===== config.mk =====
export PLATFORM = sky130hd
export DESIGN_NAME = match_lock_monitor
export DESIGN_NICKNAME = d
export VERILOG_FILES = /design/src/rtl/match_mon_pkg.sv /design/src/rtl/sat_counter.sv /design/src/rtl/match_lock_monitor.sv
export SDC_FILE = /design/constraint.sdc
export NUM_CORES = 1
export LEC_CHECK = 0
export ABC_CLOCK_PERIOD_IN_PS = 5200
export CORE_MARGIN = 1.5
export CORE_UTILIZATION = 54
export DETAILED_ROUTE_END_ITERATION = 8
export PLACE_DENSITY = 0.95
export SLEW_MARGIN = 40
export SYNTH_ARGS = -nofsm -noshare
export SYNTH_HDL_FRONTEND = slang
export SYNTH_SLANG_ARGS = --single-unit

===== constraint.sdc =====
create_clock -name clk -period 5.2 [get_ports clk]
set_input_delay 0.78 -clock clk [delete_from_list [all_inputs] [get_ports clk]]
set_output_delay 0.78 -clock clk [all_outputs]
set_load 0.01 [all_outputs]

===== src/rtl/match_mon_pkg.sv =====
// Shared constants for the match/lock monitor: FSM state encoding and
// default parameter values.
package match_mon_pkg;

    localparam int unsigned LOCK_LEN_DEF   = 8;
    localparam int unsigned UNLOCK_LEN_DEF = 2;
    localparam int unsigned CNT_W_DEF      = 8;

    // Width of the miss counter (UNLOCK_LEN is at most 15).
    localparam int unsigned MISS_W = 4;

    typedef enum logic [1:0] {
        SEARCH = 2'd0,
        LOCKED = 2'd1,
        HOLD   = 2'd2
    } state_t;

endpackage


===== src/rtl/sat_counter.sv =====
// Saturating up-counter with synchronous clear.
// Ports:
//   clk - clock, rising edge
//   clr - synchronous clear; when inc is also high the counter loads 1
//   inc - increment request; holds at all-ones
//   q   - counter value
module sat_counter #(
    parameter int unsigned W = 8
) (
    input  logic         clk,
    input  logic         clr,
    input  logic         inc,
    output logic [W-1:0] q
);

    // clr+inc means "restart a run with this sample already counted".
    always_ff @(posedge clk) begin
        if (clr) begin
            q <= inc ? W'(1) : '0;
        end else if (inc && (q != '1)) begin
            q <= q + W'(1);
        end
    end

endmodule


===== src/rtl/match_lock_monitor.sv =====
// Match/lock monitor: tracks a stream of comparator results and declares
// lock after LOCK_LEN consecutive matches, drops it after UNLOCK_LEN
// consecutive mismatches.
// Optional feature: define MATCH_MON_ERRCNT_EN to build the saturating
// mismatch counter on err_cnt; otherwise err_cnt is tied to 0.
// Ports:
//   clk, rst    - clock, synchronous active-high reset
//   z_valid, z  - sample strobe and comparator equality result
//   clear       - synchronous soft clear (same effect as rst)
//   locked      - state is LOCKED or HOLD
//   state       - FSM state encoding
//   run_len     - consecutive-match count (saturating)
//   err_cnt     - total mismatch count (saturating)
//   lock_pulse  - SEARCH -> LOCKED entry
//   lost_pulse  - LOCKED/HOLD -> SEARCH return
module match_lock_monitor
    import match_mon_pkg::*;
#(
    parameter int unsigned LOCK_LEN   = LOCK_LEN_DEF,
    parameter int unsigned UNLOCK_LEN = UNLOCK_LEN_DEF,
    parameter int unsigned CNT_W      = CNT_W_DEF
) (
    input  logic             clk,
    input  logic             rst,
    input  logic             z_valid,
    input  logic             z,
    input  logic             clear,
    output logic             locked,
    output logic [1:0]       state,
    output logic [CNT_W-1:0] run_len,
    output logic [CNT_W-1:0] err_cnt,
    output logic             lock_pulse,
    output logic             lost_pulse
);

    localparam int unsigned CW1 = CNT_W + 1;
    localparam int unsigned MW1 = MISS_W + 1;

    state_t              state_q;
    state_t              state_n;
    logic [MISS_W-1:0]   miss_q;
    logic [MISS_W-1:0]   miss_n;
    logic                flush;
    logic                run_clr;
    logic                run_inc;
    logic                locked_n;
    logic                lock_pulse_n;
    logic                lost_pulse_n;
    logic [CNT_W:0]      run_plus;
    logic [MISS_W:0]     miss_plus;

    assign flush     = rst | clear;
    assign run_plus  = {1'b0, run_len} + CW1'(1);
    assign miss_plus = {1'b0, miss_q} + MW1'(1);

    // State register (also holds the registered outputs).
    always_ff @(posedge clk) begin
        if (rst) begin
            state_q    <= SEARCH;
            miss_q     <= '0;
            locked     <= 1'b0;
            lock_pulse <= 1'b0;
            lost_pulse <= 1'b0;
        end else begin
            state_q    <= state_n;
            miss_q     <= miss_n;
            locked     <= locked_n;
            lock_pulse <= lock_pulse_n;
            lost_pulse <= lost_pulse_n;
        end
    end

    // Next-state, miss count and run counter control.
    always_comb begin
        state_n = state_q;
        miss_n  = miss_q;
        run_clr = 1'b0;
        run_inc = 1'b0;
        if (flush) begin
            state_n = SEARCH;
            miss_n  = '0;
            run_clr = 1'b1;
        end else begin
            case (state_q)
                SEARCH: begin
                    if (z_valid) begin
                        if (z) begin
                            run_inc = 1'b1;
                            if (run_plus == CW1'(LOCK_LEN)) begin
                                state_n = LOCKED;
                            end
                        end else begin
                            run_clr = 1'b1;
                        end
                    end
                end
                LOCKED: begin
                    if (z_valid) begin
                        if (z) begin
                            run_inc = 1'b1;
                        end else if (UNLOCK_LEN == 1) begin
                            state_n = SEARCH;
                            miss_n  = '0;
                            run_clr = 1'b1;
                        end else begin
                            state_n = HOLD;
                            miss_n  = MISS_W'(1);
                        end
                    end
                end
                HOLD: begin
                    if (z_valid) begin
                        if (z) begin
                            // Recovered: restart the run counting this match.
                            state_n = LOCKED;
                            miss_n  = '0;
                            run_clr = 1'b1;
                            run_inc = 1'b1;
                        end else if (miss_plus == MW1'(UNLOCK_LEN)) begin
                            state_n = SEARCH;
                            miss_n  = '0;
                            run_clr = 1'b1;
                        end else begin
                            miss_n = miss_plus[MISS_W-1:0];
                        end
                    end
                end
                default: begin
                    state_n = SEARCH;
                    miss_n  = '0;
                end
            endcase
        end
    end

    // Output decode from the transition being taken.
    always_comb begin
        locked_n     = (state_n == LOCKED) || (state_n == HOLD);
        lock_pulse_n = !flush && z_valid && (state_q == SEARCH) && (state_n == LOCKED);
        lost_pulse_n = !flush && ((state_q == LOCKED) || (state_q == HOLD)) &&
                       (state_n == SEARCH);
    end

    assign state = state_q;

    sat_counter #(.W(CNT_W)) u_run (
        .clk (clk),
        .clr (run_clr),
        .inc (run_inc),
        .q   (run_len)
    );

`ifdef MATCH_MON_ERRCNT_EN
    logic err_inc;

    // A discarded sample (clear/rst) never counts as an error.
    assign err_inc = !flush && z_valid && !z;

    sat_counter #(.W(CNT_W)) u_err (
        .clk (clk),
        .clr (flush),
        .inc (err_inc),
        .q   (err_cnt)
    );
`else
    assign err_cnt = '0;
`endif

endmodule


==> results.sh, run 1 <==
export IMPL_cts_resized=0
export IMPL_synth_common_cells="20 x nor2_1, 10 x inv_1, 9 x dfxtp_1, 9 x ha_1"
export IMPL_powerDensity_nw_per_um2=193
export IMPL_finalClockSkew_ns=0.00527
export IMPL_finalCriticalPeriod_ns=2.80
export IMPL_ys_types=40
export IMPL_antenna_found_initial=0
export IMPL_ys_seq_elements=17
export IMPL_power_total_w=0.000264
export IMPL_dieWidth_um=50.0
export IMPL_grt_pass1_wl_mm=4.26
export IMPL_grt_total_usage_pct=22.5
export IMPL_p_switching_w=0.0000725
export IMPL_p_leak_nw=0.511
export IMPL_synth_area_leaders="edfxtp_1 20%, dfxtp_1 15%, ha_1 9.4%"
export IMPL_maxCapViolCount=0
export IMPL_fmax_ghz=0.357
export IMPL_fin_nets=170
export IMPL_seqPwrFrac_pct=57.5
export IMPL_peakVddDrop_v=0.000144
export IMPL_htree_levels=1
export IMPL_fillers=163
export IMPL_combPwrFrac_pct=14.5
export IMPL_yosys_area_top_type="edfxtp_1"
export IMPL_boundaryPins=26
export IMPL_netlist_area_leader_share_pct=20.1
export IMPL_cp_start_kind="primary input"
export IMPL_antenna_left=0
export IMPL_root_buffer="clkbuf_4"
export IMPL_finalSetupViolations=0
export IMPL_seq_area_frac_synth_pct=35.3
export IMPL_n_antenna_cell=0
export IMPL_worstMarginPinSlew_ns=0.559
export IMPL_syn2layout_area_growth_pct=14.9
export IMPL_switching_share_pct=27.5
export IMPL_io_buffers=17
export IMPL_synthFlopType="dfxtp_1"
export IMPL_grt_start_max_net_pins=11
export IMPL_syn_avg_cell_area_sq_um=8.64
export IMPL_row_count=16
export IMPL_p_int_w=0.000191
export IMPL_cts_buffer_depth=2
export IMPL_grt_pass1_vias=970
export IMPL_cts_buffers=3
export IMPL_crit_path_max_fanout=8
export IMPL_overflow=0
export IMPL_dpl_hpwl_mm=2.01
export IMPL_drc=0
export IMPL_synthArstFlopShare_pct=0
export IMPL_drt_total_wl_mm=2.66
export IMPL_dieArea_sq_um=2500
export IMPL_drive_above_1_share_pct=5.16
export IMPL_synth_edf_count=8
export IMPL_final_hold_violation_count=0
export IMPL_yosys_warnings=0
export IMPL_post_cts_setup_buffers=0
export IMPL_hold_buffers=0
export IMPL_period_share_pct=53.9
export IMPL_rsz0062_at_grt="false"
export IMPL_hp_class="flip-flop to flip-flop"
export IMPL_routedWlPerCell_um=14.6
export IMPL_cts_tree="done"
export IMPL_synthCells=138
export IMPL_slew_viol_final=0
export IMPL_synth_most_common_cell="nor2_1"
export IMPL_worstPathCellList="clkdlybuf4s50_1, inv_1, and3_1, nor4_1, or2_1, a41o_1"
export IMPL_dr_first_iter_drc_count=23
export IMPL_core_area_sq_um=2020
export IMPL_cp_arrival_ns=2.78
export IMPL_routed_via_density=5.72
export IMPL_cp_slowest_cell="clkdlybuf4s50_1"
export IMPL_status="complete, no violations"
export IMPL_initial_core_util_pct=59.0
export IMPL_clkSinkCount=17
export IMPL_relSlewSlack_pct=61.8
export IMPL_vias=1041
export IMPL_end_kind="flip-flop"
export IMPL_tns_ns=0
export IMPL_clock_latency_ns=0.30
export IMPL_firstDrtPassIters=4
export IMPL_path_class="primary input to flip-flop"
export IMPL_slowest_delay_ns=0.64
export IMPL_syn_area_sq_um=1190
export IMPL_clkPwrFrac_pct=28.0
export IMPL_clkTransAtPathRegs_ns=0.11
export IMPL_crit_required_ns=5.18
export IMPL_dieHeight_um=50.0
export IMPL_place_congestion=0.928
==> layout make-up <==
type                            count  area [sq um]  share of cell area (%)
Timing Repair Buffer               17           170                    12.4
Tap cell                           27          33.8                    2.47
Clock buffer                        3          22.5                    1.64
Sequential cell                    17           420                    30.7
Clock inverter                      1          5.00                   0.365
Inverter                           10          37.5                    2.74
Multi-Input combinational cell    107           681                    49.7
==> registers in the layout (all words and copies together) (netlist names) <==
name,count
lost_pulse,1
locked,1
lock_pulse,1
u_run.q,8
miss_q,4
state,2
==> power groups by stage <==
stage                     sequential, W   clock, W  combinational, W
after global placement         0.000154          0         0.0000352
after floorplan                0.000154          0         0.0000247
final                          0.000152  0.0000740         0.0000382
after detailed placement       0.000154          0         0.0000364
after global routing           0.000153  0.0000797         0.0000409
after CTS                      0.000151  0.0000739         0.0000375
==> stage by stage <==
stage	util, %	area, sq um	instances	setup WS, ns	hold slack [ns]
4_1_cts	67.8	1370	182	2.41	0.512
6_report	67.8	1370	182	2.40	0.497
3_5_place_dp	66.4	1340	178	2.11	0.495
3_3_place_gp	66.4	1340	178	2.28	0.462
5_1_grt	67.8	1370	182	2.27	0.569
2_1_floorplan	-	1220	145	2.98	0.452
==> metal layers <==
layer,global-route usage [%],vias up,wire (um)
li1,-,498,-
met1,27.2,486,1140
met2,37.7,48,1330
met3,3.33,9,112
met4,12.5,0,75
met5,0,-,0
==> cell families (layout without fill, tap and decap cells) <==
| kind of cell | Yosys count | count (layout) | synth area share [%] |
|---|---|---|---|
| other cells | 1 | 8 | 0.314 |
| fa+ha+maj | 9 | 9 | 9.44 |
| compound gates | 30 | 30 | 16.6 |
| flops | 17 | 17 | 35.3 |
| mux | 1 | 1 | 0.944 |
| buf+inv | 21 | 31 | 9.86 |
| simple gates | 51 | 51 | 21.7 |
| xor+xnor | 8 | 8 | 5.88 |
==> layout by cell type, fill, tap and decap left out, types with 3 or more instances in the layout <==
cell type	netlist	routed
xor2_1	3	3
nand3_1	5	5
xnor2_1	5	5
nor2_1	20	20
conb_1	1	8
o21ai_0	8	8
nand2_1	6	6
inv_1	10	10
clkbuf_4	0	3
dfxtp_1	9	9
a21oi_1	8	8
ha_1	9	9
nor3_1	3	3
edfxtp_1	8	8
clkdlybuf4s50_1	0	17
or4_1	4	4
==> critical path, delay by kind of cell <==
family	cells	cell delay, ns
AND/OR/NAND/NOR	3	0.88
AO/OA/AOI/OAI	1	0.34
buffers and inverters	2	0.77
==> worst paths after layout <==
check        startpoint    endpoint  slack (ns)  cells after the start
max                   z  u_run.q[2]        2.40                      6
max reg2reg   miss_q[0]  u_run.q[2]        2.80                      6
min reg2reg   miss_q[3]   miss_q[3]        0.50                      2
min           miss_q[3]   miss_q[3]        0.50                      2
Note: power is estimated with default switching activity, not from simulation.
==> inputs of run 2 (changes only) <==
--- a/config.mk
+++ b/config.mk
@@ -5,11 +5,11 @@
 export SDC_FILE = /design/constraint.sdc
 export NUM_CORES = 1
 export LEC_CHECK = 0
-export ABC_CLOCK_PERIOD_IN_PS = 5200
+export ABC_CLOCK_PERIOD_IN_PS = 2500
 export CORE_MARGIN = 1.5
-export CORE_UTILIZATION = 54
+export CORE_UTILIZATION = 45
 export DETAILED_ROUTE_END_ITERATION = 8
-export PLACE_DENSITY = 0.95
+export PLACE_DENSITY = 0.87
 export SLEW_MARGIN = 40
 export SYNTH_ARGS = -nofsm -noshare
 export SYNTH_HDL_FRONTEND = slang
==> constraint.sdc (replaced) <==
create_clock -name clk -period 2.5 [get_ports clk]
set_input_delay 0.375 -clock clk [delete_from_list [all_inputs] [get_ports clk]]
set_output_delay 0.375 -clock clk [all_outputs]
set_load 0.01 [all_outputs]
==> results.sh, run 2 (same netlist as run 1, synthesis figures left out) <==
export IMPL_status="complete, no violations"
export IMPL_drive_above_1_share_pct=7.55
export IMPL_cp_arrival_ns=2.49
export IMPL_dieHeight_um=54.5
export IMPL_core_area_sq_um=2500
export IMPL_slowest_delay_ns=0.46
export IMPL_top_register="u_run.q"
export IMPL_dieWidth_um=54.5
export IMPL_relSlewSlack_pct=58.9
export IMPL_powerDensity_nw_per_um2=392
export IMPL_cp_start_kind="flip-flop"
export IMPL_crit_required_ns=2.71
export IMPL_overflow=0
export IMPL_hold_buffers=0
export IMPL_clkPwrFrac_pct=28.1
export IMPL_clkSinkCount=17
export IMPL_crit_path_max_fanout=4
export IMPL_rsz0062_at_grt="false"
export IMPL_finalSetupViolations=0
export IMPL_clock_latency_ns=0.30
export IMPL_finalCriticalPeriod_ns=2.28
export IMPL_whs_ns=0.531
export IMPL_cts_buffer_depth=2
export IMPL_hp_class="flip-flop to flip-flop"
export IMPL_cts_buffers=3
export IMPL_row_count=18
export IMPL_drc=0
export IMPL_firstDrtPassIters=5
export IMPL_root_buffer="clkbuf_4"
export IMPL_grt_start_max_net_pins=11
export IMPL_mostFrequentLayoutCells="20 x nor2_1, 17 x clkdlybuf4s50_1, 10 x inv_1, 9 x ha_1, 9 x dfxtp_1"
export IMPL_cts_tree="done"
export IMPL_slew_viol_final=0
export IMPL_antenna_left=0
export IMPL_drt_total_wl_mm=2.44
export IMPL_routed_via_density=5.46
export IMPL_antenna_found_initial=0
export IMPL_combPwrFrac_pct=14.7
export IMPL_cp_top_family="simple AND/OR/NAND/NOR gates"
export IMPL_end_kind="flip-flop"
export IMPL_fin_nets=174
export IMPL_grt_pass1_wl_mm=3.77
export IMPL_finalWorstSetupSlack_ns=0.224
export IMPL_maxCapViolCount=0
export IMPL_clkTransAtPathRegs_ns=0.11
export IMPL_period_share_pct=91.1
export IMPL_routedWlPerCell_um=12.9
export IMPL_grt_pass1_vias=924
export IMPL_syn2layout_area_growth_pct=17.7
export IMPL_io_buffers=17
export IMPL_cp_slowest_cell="edfxtp_1"
export IMPL_final_hold_violation_count=0
export IMPL_p_leak_nw=0.529
export IMPL_post_cts_setup_buffers=0
export IMPL_layout_commonest_cell="nor2_1"
export IMPL_pre_cts_ws_ns=0.0997
export IMPL_peakVddDrop_v=0.000330
export IMPL_boundaryPins=26
export IMPL_finalClockSkew_ns=0.00905
export IMPL_grt_total_usage_pct=17.4
export IMPL_p_int_w=0.000401
export IMPL_largest_reg_flops=8
export IMPL_dr_first_iter_drc_count=19
export IMPL_place_congestion=0.877
export IMPL_p_switching_w=0.000148
export IMPL_switching_share_pct=27.0
export IMPL_seqPwrFrac_pct=57.2
export IMPL_worstMarginPinSlew_ns=0.600
export IMPL_worstPathCellList="ha_1, and2_1, xnor2_1, o31a_1, nor4b_2, o21ai_0, ha_1, nor2b_1"
export IMPL_dpl_hpwl_mm=1.87
export IMPL_tns_ns=0
export IMPL_dieArea_sq_um=2970
export IMPL_path_buf_inv=0
export IMPL_vias=1032
export IMPL_critPathMostFrequentCell="ha_1"
export IMPL_fmax_ghz=0.439
export IMPL_n_antenna_cell=0
export IMPL_initial_core_util_pct=47.7
export IMPL_path_class="flip-flop to flip-flop"
export IMPL_htree_levels=1
export IMPL_cts_resized=0
==> run 2: cell types whose count changed in the layout (fill, tap and decap cells not counted), sizes merged <==
cell	before	now
buf	0	4
==> run 2: layout make-up <==
class | instances | area [sq um]
Clock buffer | 3 | 22.5
Sequential cell | 17 | 420
Timing Repair Buffer | 21 | 200
Tap cell | 30 | 37.5
Fill cell | 222 | 1100
Multi-Input combinational cell | 107 | 681
Inverter | 10 | 37.5
Clock inverter | 1 | 5.00
==> run 2: metal layers <==
metal | up-vias | part of all wire, % | routed length [um] | GRT usage [%]
met5 | - | 0 | 0 | 0
met1 | 487 | 45 | 1100 | 22.6
met3 | 4 | 4.2 | 103 | 1.64
met4 | 0 | 1.2 | 29 | 7.08
met2 | 33 | 50 | 1210 | 29.3
li1 | 508 | - | - | -
==> run 2: final timing paths <==
kind / to / depth (start not counted) / slack (ns) / startpoint
setup / recovery: locked / 8 / 0.22 / u_run.q[0]
hold / removal: miss_q[3] / 2 / 0.53 / miss_q[3]
setup reg to reg: locked / 8 / 0.22 / u_run.q[0]
hold reg to reg: miss_q[3] / 2 / 0.53 / miss_q[3]
==> run 2: power groups by stage <==
stage	clock [W]	sequential (W)	combinational (W)
floorplan	0	0.000321	0.0000513
global placement	0	0.000320	0.0000785
detailed placement	0	0.000321	0.0000803
CTS	0.000156	0.000314	0.0000808
global route	0.000163	0.000317	0.0000886
finish	0.000154	0.000315	0.0000808
==> run 2: stage by stage <==
stage | utilization [%] | total power, W | std cells | area (sq um)
2_1_floorplan | - | 0.000372 | 145 | 1220
3_3_place_gp | 55.1 | 0.000399 | 185 | 1380
3_5_place_dp | 55.1 | 0.000401 | 185 | 1380
4_1_cts | 56.2 | 0.000551 | 189 | 1400
5_1_grt | 56.2 | 0.000568 | 189 | 1400
6_report | 56.2 | 0.000550 | 189 | 1400
==> run 2: worst register-to-register path: stages (launching register included) <==
cell,delay (ns)
edfxtp_1,0.46
ha_1,0.27
and2_1,0.17
xnor2_1,0.12
o31a_1,0.27
nor4b_2,0.36
o21ai_0,0.13
ha_1,0.30
nor2b_1,0.12
==> inputs of run 3 (changes only) <==
--- a/config.mk
+++ b/config.mk
@@ -6,7 +6,6 @@
 export NUM_CORES = 1
 export LEC_CHECK = 0
 export ABC_CLOCK_PERIOD_IN_PS = 2500
-export CORE_MARGIN = 1.5
 export CORE_UTILIZATION = 45
 export DETAILED_ROUTE_END_ITERATION = 8
 export PLACE_DENSITY = 0.87
==> results.sh, run 3 (same netlist as run 1, synthesis figures left out) <==
export IMPL_place_congestion=0.859
export IMPL_fin_nets=174
export IMPL_dr_first_iter_drc_count=37
export IMPL_overflow=0
export IMPL_boundaryPins=26
export IMPL_hold_path_depth=2
export IMPL_seq_area_sq_um=420
export IMPL_layout_commonest_cell="nor2_1"
export IMPL_hold_buffers=0
export IMPL_switching_share_pct=26.9
export IMPL_final_hold_violation_count=0
export IMPL_p_switching_w=0.000148
export IMPL_post_cts_setup_buffers=0
export IMPL_vias=1055
export IMPL_drt_total_wl_mm=2.48
export IMPL_antenna_found_initial=0
export IMPL_timing_rr_start="u_run.q[0]"
export IMPL_row_count=18
export IMPL_rrSetupSlack_ns=0.20
export IMPL_mostFrequentLayoutCells="20 x nor2_1, 17 x clkdlybuf4s50_1, 10 x inv_1, 9 x ha_1, 9 x dfxtp_1"
export IMPL_drive_above_1_share_pct=7.55
export IMPL_combPwrFrac_pct=15.1
export IMPL_place_inst=185
export IMPL_tns_ns=0
export IMPL_hold_start="miss_q[3]"
export IMPL_cts_resized=0
export IMPL_initial_core_util_pct=47.7
export IMPL_syn2layout_area_growth_pct=17.7
export IMPL_cts_buffer_depth=2
export IMPL_cts_tree="done"
export IMPL_crit_cells=8
export IMPL_period_share_pct=92.2
export IMPL_clkPwrFrac_pct=27.6
export IMPL_fillers=216
export IMPL_grt_start_max_net_pins=11
export IMPL_hp_class="flip-flop to flip-flop"
export IMPL_cts_buffers=3
export IMPL_clkTransAtPathRegs_ns=0.10
export IMPL_routed_via_density=5.58
export IMPL_core_area_sq_um=2500
export IMPL_end_kind="flip-flop"
export IMPL_n_antenna_cell=0
export IMPL_firstDrtPassIters=4
export IMPL_multi_input_area_sq_um=681
export IMPL_path_class="flip-flop to flip-flop"
export IMPL_finalCriticalPeriod_ns=2.30
export IMPL_slowest_delay_ns=0.46
export IMPL_root_buffer="clkbuf_4"
export IMPL_drc=0
export IMPL_rr_endpoint="locked"
export IMPL_crit_required_ns=2.71
export IMPL_path_buf_inv=0
export IMPL_top_register="u_run.q"
export IMPL_reg2regPathDepth=8
export IMPL_antenna_left=0
export IMPL_critPathMostFrequentCell="ha_1"
export IMPL_routedWlPerCell_um=13.1
export IMPL_slew_viol_final=0
export IMPL_worst_hold_path_endpoint="miss_q[3]"
export IMPL_grt_pass1_vias=996
export IMPL_dieWidth_um=53.5
export IMPL_largest_reg_flops=8
export IMPL_maxCapViolCount=0
export IMPL_cp_top_family="simple AND/OR/NAND/NOR gates"
export IMPL_rsz0062_at_grt="false"
export IMPL_status="complete, no violations"
export IMPL_grt_pass1_wl_mm=4.11
export IMPL_dieArea_sq_um=2860
export IMPL_clock_latency_ns=0.30
export IMPL_htree_levels=1
export IMPL_finalSetupViolations=0
export IMPL_dieHeight_um=53.5
export IMPL_clkSinkCount=17
export IMPL_final_cells=189
export IMPL_fmax_ghz=0.434
export IMPL_dpl_hpwl_mm=1.87
export IMPL_cp_start_kind="flip-flop"
export IMPL_peakVddDrop_v=0.000227
export IMPL_p_leak_nw=0.529
export IMPL_grt_total_usage_pct=19.5
export IMPL_seqPwrFrac_pct=57.3
export IMPL_worstPathCellList="ha_1, and2_1, xnor2_1, o31a_1, nor4b_2, o21ai_0, ha_1, nor2b_1"
export IMPL_cp_arrival_ns=2.51
export IMPL_crit_path_max_fanout=4
export IMPL_io_buffers=17
export IMPL_finalClockSkew_ns=0.00378
export IMPL_cp_slowest_cell="edfxtp_1"
export IMPL_p_int_w=0.000401
export IMPL_worstMarginPinSlew_ns=0.547
export IMPL_relSlewSlack_pct=62.6
export IMPL_powerDensity_nw_per_um2=391
run 3: area by class of cell:
class / count / share of cell area (%)
Multi-Input combinational cell: 107 / 48.5
Sequential cell: 17 / 29.9
Timing Repair Buffer: 21 / 14.3
Inverter: 10 / 2.67
Tap cell: 30 / 2.67
Clock buffer: 3 / 1.60
Clock inverter: 1 / 0.357
run 3: worst max path at each step:
stage	start	endpoint	slack [ns]
6_report	u_run.q[0]	locked	0.20
5_1_grt	u_run.q[0]	locked	0.05
4_1_cts	u_run.q[0]	locked	0.20
3_5_place_dp	z	locked	0.07
3_3_place_gp	z	locked	0.14
2_1_floorplan	u_run.q[0]	locked	0.33
run 3: worst min-delay path, stage by stage, from the launching register on:
cell and delay, ns:
dfxtp_1 0.33, o21ai_0 0.07, a21oi_1 0.06
run 3: per-stage QoR:
step	power [W]	worst slack [ns]	hold WS (ns)	instance area (sq um)	util, %
after floorplan	0.000372	0.332	0.447	1220	-
after global placement	0.000399	0.136	0.463	1380	55.1
after detailed placement	0.000402	0.0706	0.488	1380	55.1
after CTS	0.000548	0.203	0.503	1400	56.2
after global routing	0.000571	0.0522	0.533	1400	56.2
final	0.000549	0.196	0.499	1400	56.2
run 3: power groups by stage:
stage | registers, W | logic, W | clock network [W]
2_1_floorplan | 0.000321 | 0.0000513 | 0
3_3_place_gp | 0.000320 | 0.0000786 | 0
3_5_place_dp | 0.000321 | 0.0000806 | 0
4_1_cts | 0.000315 | 0.0000813 | 0.000152
5_1_grt | 0.000317 | 0.0000911 | 0.000163
6_report | 0.000315 | 0.0000826 | 0.000152
run 3: per-layer routing:
layer / track usage (%) / wire, um / vias up
met3: 1.44 / 132 / 4
met5: 0 / 0 / -
li1: - / - / 514
met2: 34.0 / 1260 / 46
met1: 23.9 / 1060 / 491
met4: 9.21 / 28 / 0
